## src/rtl/top_pkg.sv

```systemverilog
// Shared definitions for the vector-add demo: operating modes, default sizes
// and the seven-segment font.
package top_pkg;

  localparam logic [1:0] MODE_IDLE = 2'b00;
  localparam logic [1:0] MODE_ADD  = 2'b01;
  localparam logic [1:0] MODE_WR   = 2'b10;
  localparam logic [1:0] MODE_INC  = 2'b11;

  localparam int DEF_ADDR_W = 10;
  localparam int DEF_DATA_W = 4;

  // Active-low cathodes ordered {g,f,e,d,c,b,a}.
  function automatic logic [6:0] hex_to_seg(input logic [3:0] d);
    logic [6:0] s;
    case (d)
      4'h0: s = 7'b1000000;
      4'h1: s = 7'b1111001;
      4'h2: s = 7'b0100100;
      4'h3: s = 7'b0110000;
      4'h4: s = 7'b0011001;
      4'h5: s = 7'b0010010;
      4'h6: s = 7'b0000010;
      4'h7: s = 7'b1111000;
      4'h8: s = 7'b0000000;
      4'h9: s = 7'b0010000;
      4'hA: s = 7'b0001000;
      4'hB: s = 7'b0000011;
      4'hC: s = 7'b1000110;
      4'hD: s = 7'b0100001;
      4'hE: s = 7'b0000110;
      default: s = 7'b0001110;
    endcase
    return s;
  endfunction

endpackage

```

## src/rtl/top_seven_seg_mux.sv

```systemverilog
// Four-digit multiplexed seven-segment driver: free-running scan counter,
// one-hot-low anode select and hex decode of the selected nibble.
module seven_seg_mux
  import top_pkg::*;
#(
  parameter int REFRESH_BITS = 18
) (
  input  logic        clk,
  input  logic        btnc,
  input  logic [15:0] digits,
  output logic [6:0]  seg,
  output logic [3:0]  an
);

  logic [REFRESH_BITS-1:0] scan_cnt;
  logic [1:0]              sel;
  logic [3:0]              digit;

  always_ff @(posedge clk) begin
    if (btnc) scan_cnt <= '0;
    else      scan_cnt <= scan_cnt + 1'b1;
  end

  assign sel = scan_cnt[REFRESH_BITS-1 -: 2];

  always_comb begin
    an    = 4'b1110;
    digit = digits[3:0];
    case (sel)
      2'd0: begin an = 4'b1110; digit = digits[3:0];   end
      2'd1: begin an = 4'b1101; digit = digits[7:4];   end
      2'd2: begin an = 4'b1011; digit = digits[11:8];  end
      default: begin an = 4'b0111; digit = digits[15:12]; end
    endcase
  end

  assign seg = hex_to_seg(digit);

endmodule

```

## src/rtl/top.sv

```systemverilog
// Vector-add demo: two 1024-entry nibble vectors addressed from the switches,
// with add / write / single-shot increment modes and a 4-digit display.
module top
  import top_pkg::*;
#(
  parameter int ADDR_W       = DEF_ADDR_W,
  parameter int DATA_W       = DEF_DATA_W,
  parameter int REFRESH_BITS = 18
) (
  input  logic        clk,
  input  logic        btnc,
  input  logic [15:0] sw,
  output logic [6:0]  seg,
  output logic [3:0]  an
);

  localparam int DEPTH = 2 ** ADDR_W;
  localparam logic [DATA_W-1:0] A_INIT_OFS = DATA_W'(3);
  localparam logic [DATA_W-1:0] B_INIT_OFS = DATA_W'(1);
  localparam logic [DATA_W-1:0] ONE        = DATA_W'(1);

  logic [1:0]        mode;
  logic [1:0]        prev_mode;
  logic [ADDR_W-1:0] addr;
  logic [DATA_W-1:0] wdata;

  assign mode  = sw[15:14];
  assign addr  = sw[4 +: ADDR_W];
  assign wdata = sw[DATA_W-1:0];

  // A is never written, so its power-up pattern (i+3) is generated from the
  // address. B is held as an offset from its power-up pattern (i+1); a
  // zero-initialised offset array gives the required contents at power-up.
  logic [DATA_W-1:0] b_ofs [0:DEPTH-1] = '{default: '0};
  logic [DATA_W-1:0] a_rd;
  logic [DATA_W-1:0] b_base;
  logic [DATA_W-1:0] b_rd;
  logic              inc_fire;

  assign a_rd     = addr[DATA_W-1:0] + A_INIT_OFS;
  assign b_base   = addr[DATA_W-1:0] + B_INIT_OFS;
  assign b_rd     = b_base + b_ofs[addr];
  assign inc_fire = (mode == MODE_INC) && (prev_mode != MODE_INC);

  always_ff @(posedge clk) begin
    if (!btnc) begin
      if (mode == MODE_WR)
        b_ofs[addr] <= wdata - b_base;
      else if (inc_fire)
        b_ofs[addr] <= b_ofs[addr] + ONE;
    end
  end

  logic [DATA_W-1:0] a_out;
  logic [DATA_W-1:0] b_out;
  logic [DATA_W:0]   c_out;

  always_ff @(posedge clk) begin
    if (btnc) begin
      a_out     <= '0;
      b_out     <= '0;
      c_out     <= '0;
      prev_mode <= MODE_IDLE;
    end else begin
      prev_mode <= mode;
      if (mode == MODE_ADD) begin
        a_out <= a_rd;
        b_out <= b_rd;
        c_out <= {1'b0, a_rd} + {1'b0, b_rd};
      end
    end
  end

  logic [15:0] digits;
  assign digits = {a_out, b_out, 3'b000, c_out[DATA_W], c_out[DATA_W-1:0]};

  seven_seg_mux #(
    .REFRESH_BITS(REFRESH_BITS)
  ) u_disp (
    .clk   (clk),
    .btnc  (btnc),
    .digits(digits),
    .seg   (seg),
    .an    (an)
  );

endmodule

```

## config.mk

```make
export PLATFORM = sky130hd
export DESIGN_NAME = top
export DESIGN_NICKNAME = d
export VERILOG_FILES = /design/src/rtl/top_pkg.sv /design/src/rtl/top_seven_seg_mux.sv /design/src/rtl/top.sv
export SDC_FILE = /design/constraint.sdc
export NUM_CORES = 2
export LEC_CHECK = 0
export ABC_AREA = 0
export CORE_MARGIN = 2
export CORE_UTILIZATION = 45
export DETAILED_ROUTE_END_ITERATION = 6
export PLACE_DENSITY = 0.63
export REMOVE_ABC_BUFFERS = 1
export SLEW_MARGIN = 20
export SYNTH_ARGS = -nofsm -noshare
export SYNTH_HDL_FRONTEND = slang
export SYNTH_MEMORY_MAX_BITS = 65536
export SYNTH_SLANG_ARGS = --single-unit
```

## constraint.sdc

```tcl
create_clock -name clk -period 78.9 [get_ports clk]
set_input_delay 15.78 -clock clk [delete_from_list [all_inputs] [get_ports clk]]
set_output_delay 15.78 -clock clk [all_outputs]
set_load 0.005 [all_outputs]
```

==> results.md <==
- For the worst flop-to-flop path, the logic depth is 13.
- After synthesis, flip-flops and latches occupy 75.7% of the total area.
- The number of violations of the max-capacitance limit is 0.
- The number of register bits inferred by synthesis is 4129.
- The internal portion of the total power is 3800 uW.
- In this run the biggest area consumer among cell types represents 75.3% of the synthesized area.
- The clock passes through at most 4 buffers.
- The endpoint of the worst-slack reg-to-reg timing path is b_ofs[711][3].
- The worst setup path is of the in -> reg kind.
- On the final layout, the worst hold slack is 0.454 ns.
- After filler insertion, the fill cell instance count of the layout stands at 28843.
- The post-CTS setup-driven buffer insertion count is 0.
- The total count of hold-check failures in the final report is 0.
- The number of DRC violations after detailed-routing iteration 0 is 15595.
- Once the floorplan was initialized, standard cells occupied 45.2% of the core.
- Along the worst hold path, the cell count comes to 1.
- At the end of the flow, the number of nets in the layout was 9155.
- The routed design has 535000 um of wire.
- The average size of a mapped cell is 18.1 sq um.
- The CTS root buffer is clkbuf_16.
- The switching power as a share of total power is 23.5%.
- Dividing the detail-routed wire length by the instance count gives 37.4 um.
- The hold path startpoint is u_disp.scan_cnt[0].
- The path class of the lowest-slack min-delay path is reg -> reg.
- Yosys mapped a number of flops with a built-in enable equal to 4096.
- The die area is 368000 sq um.
- The number of endpoints failing setup at the final stage is 0.
- The met2 routed wirelength is 243000 um.
- The clock buffer count from CTS is 413.
- The detailed-route vias per instance is 6.55.
- In the final timing run, aggregate negative setup slack is 0 ns.
- The area occupied by registers is 124000 sq um.
- For this run, the slowest stage of the critical path takes 0.85 ns.
- After synthesis, the most frequently instantiated cells are 4096 x edfxtp_1, 1159 x nor2_1, 1150 x mux2i_1.
- In this run the cell area of the synthesized design comes to 163000 sq um.
- After layout, the worst path uses 32.3% of the clock period.
- The met1 wire length is 192000 um.
- Setup repair after global routing left no endpoint under its margin.
- The async set or reset register ratio after synthesis is 0%.
- For this run, the leading register cell type out of synthesis is edfxtp_1.
- The setup slack at placement is 52.79 ns.
- Clock latency on the worst-skew pair, taken at its later pin, is 1.00 ns.
- Entering global routing, the biggest net connects 243 pins.
- The power share of the clock group is 40.7%.
- The portion of total power attributed to sequential cells is 51.4%.
- The layout-stage area growth over the synthesis result is 12.2%.
- The wire-length estimate of the detail-placed layout is 310000 um.
- The cell leakage power is 0.0589 uW.
- The number of antenna violations at the first check in global routing is 46.
- Summing all placed instances gives a cell area of 169000 sq um.
- 29 I/O pins were placed.
- The number of global-route vias before repair was 89202.
- In this run the power density over the cells is 27.1 nW/um^2.
- The total global routing track utilization is 28.7%.
- Counting I/O delays and the setup requirement, the final critical path takes 25.50 ns.
- The standard-cell row count is 221.
- The wire length on met3 is 70600 um.
- The run finished with clean final reports.
- In this run the standard cell core region covers 362000 sq um.
- Buffers placed on the I/O ports in this run total 28.
- Once layout is done, the placed cells without fillers occupy 183000 sq um.
- The count of nets left with antenna violations once routing finished came out at 0.
- The die outline height is 606 um.
- In this run the worst path has a maximum fanout of 85.
- STA classifies the critical path endpoint as a flop.
- The end of the worst hold path is u_disp.scan_cnt[0].
- The largest total area in the synthesized netlist belongs to edfxtp_1.
- The number of hold buffers added after CTS was 0.
- The highest metal layer with signal wires is met5.
- Combinational logic is responsible for 7.8% of the overall power.
- At the pin with the least slew margin, the transition time is 1.39 ns.
- The horizontal die dimension is 606 um.
- The worst pin sits at a relative slew slack of 7.03%.
- The TritonCTS sink count is 4129.
- The maximum achievable frequency is 39.2 MHz.
- The startpoint of the worst-slack reg-to-reg timing path is b_ofs[796][3].
- The largest individual stage delay along the critical path comes from the cell buf_4.
- The minimum setup slack among reg-to-reg paths is 70.79 ns.
- By area the synthesized netlist is led by edfxtp_1 75%, mux2i_1 7.0%, mux4_2 6.7%.
- The data arrival time of the critical path is 26.14 ns.
- The Yosys step of the flow raised 0 warnings.
- Walking the worst path, the cells encountered are buf_16, buf_4, buf_4, buf_4, buf_4, buf_4, mux2i_1, o22ai_1, or4_4, o211ai_2, o2111ai_1, nor4_1, nand4_1, and4_1, o31ai_4, buf_4, buf_4, buf_4, buf_4.
- The switching power of the nets is 1160 uW.
- The gate count after technology mapping is 9030.
- STA classifies the critical path startpoint as an input port.
- The CTS H-tree depth is 5.
- By instance count, the leading cell after synthesis is edfxtp_1.
- The TritonCTS clock tree is built.
- After clock tree synthesis, the repair step resized 0 gates.
- The sum of overflow across all layers after global routing is 0.
- Once routing completed, OpenROAD measured the worst setup slack at 53.40 ns.
- In this design, the critical path's most frequently occurring cell is buf_4.
- The detailed router placed 93719 vias in this run.
- The congestion estimate from routability-driven global placement came to 0.898.
- The first TritonRoute pass finished after 6 iterations.
- The number of slew-limit violations in the final report was 0.
- The global-route wire length before repair is 729000 um.
- The clock tree skew after final layout is 0.0535 ns.
- The worst-case IR drop observed on VDD is 24.0 uV.
- The required time at the endpoint of the critical path is 79.53 ns.
- Clock-pin slew was measured on the worst setup and hold paths at 0.06 ns.
- The area occupied by multi-input gates is 37100 sq um.
- After synthesis, the netlist uses 80 different library cells.
- The share of post-route cells with drive strength above 1 is 16.1%.
- In the routed design, unresolved DRC markers number 0.
==> metrics by stage <==
stage / power [uW] / util, % / cells
2_1_floorplan: 3030 / - / 8391
3_3_place_gp: 2960 / 46.8 / 13484
3_5_place_dp: 2970 / 46.8 / 13487
4_1_cts: 4950 / 50.6 / 14253
5_1_grt: 5050 / 50.6 / 14258
6_report: 4960 / 50.7 / 14303
==> registers in the layout, indices dropped and copies added (netlist names) <==
| register | flops |
|---|---|
| u_disp.scan_cnt | 18 |
| b_out | 4 |
| c_out | 5 |
| prev_mode | 2 |
| b_ofs | 4096 |
| a_out | 4 |
==> worst max-delay path: cells and delay by family <==
| family | cells | cell delay, ns |
|---|---|---|
| buf+inv | 10 | 6.53 |
| compound gates | 4 | 1.20 |
| mux | 1 | 0.28 |
| simple gates | 4 | 1.87 |
==> layout make-up <==
type	count	area share, %
inverter	18	0.0369
clock buffer	485	5.84
multi-input combinational	4244	20.2
clock inverter	281	1.69
timing repair buffer	305	1.41
antenna	47	0.0642
tap	4794	3.27
sequential	4129	67.5
==> logic make-up after synthesis <==
logic type	count (synthesis)	share of synthesized area [%]
AND/OR/NAND/NOR	1657	4.31
adder cells (fa/ha/maj)	26	0.213
multiplexers	1671	14.0
buffers and inverters	657	2.04
AO/OA/AOI/OAI	863	3.53
flip-flops	4129	75.7
XOR/XNOR	27	0.145
==> how the worst max path moves through the flow <==
stage,slack (ns),cells past startpoint,startpoint,to
2_1_floorplan,11.91,11,sw[8],b_ofs[0][2]
3_3_place_gp,52.98,19,sw[5],b_ofs[708][3]
3_5_place_dp,52.79,19,sw[5],b_ofs[96][3]
4_1_cts,53.80,19,sw[5],b_ofs[711][3]
5_1_grt,53.22,19,sw[5],b_ofs[15][3]
6_report,53.40,19,sw[5],b_ofs[711][3]
==> layer usage <==
metal	up-vias	GRT usage, %
met5	-	0
met4	16	14.4
met3	1389	7.94
met2	7234	43.4
met1	48726	38.3
li1	36354	-
==> cell usage in the layout, fill, tap and decap left out, drive strengths merged, types with 48 or more instances in the layout <==
cell	n
nand2	166
mux4	491
clkinv	189
o21ai	57
mux2i	1150
o22ai	473
a21oi	48
nor2	1159
nor4	94
bufinv	59
nand3	71
buf	284
edfxtp	4096
a22oi	113
clkbuf	485
==> power by group through the flow <==
stage               clock network [uW]  logic (uW)  registers, uW
finish                            2020         388           2550
floorplan                            0         161           2870
global route                      2100         400           2550
CTS                               2020         377           2550
detailed placement                   0         377           2600
global placement                     0         363           2600
(Power assumes the default switching activity.)
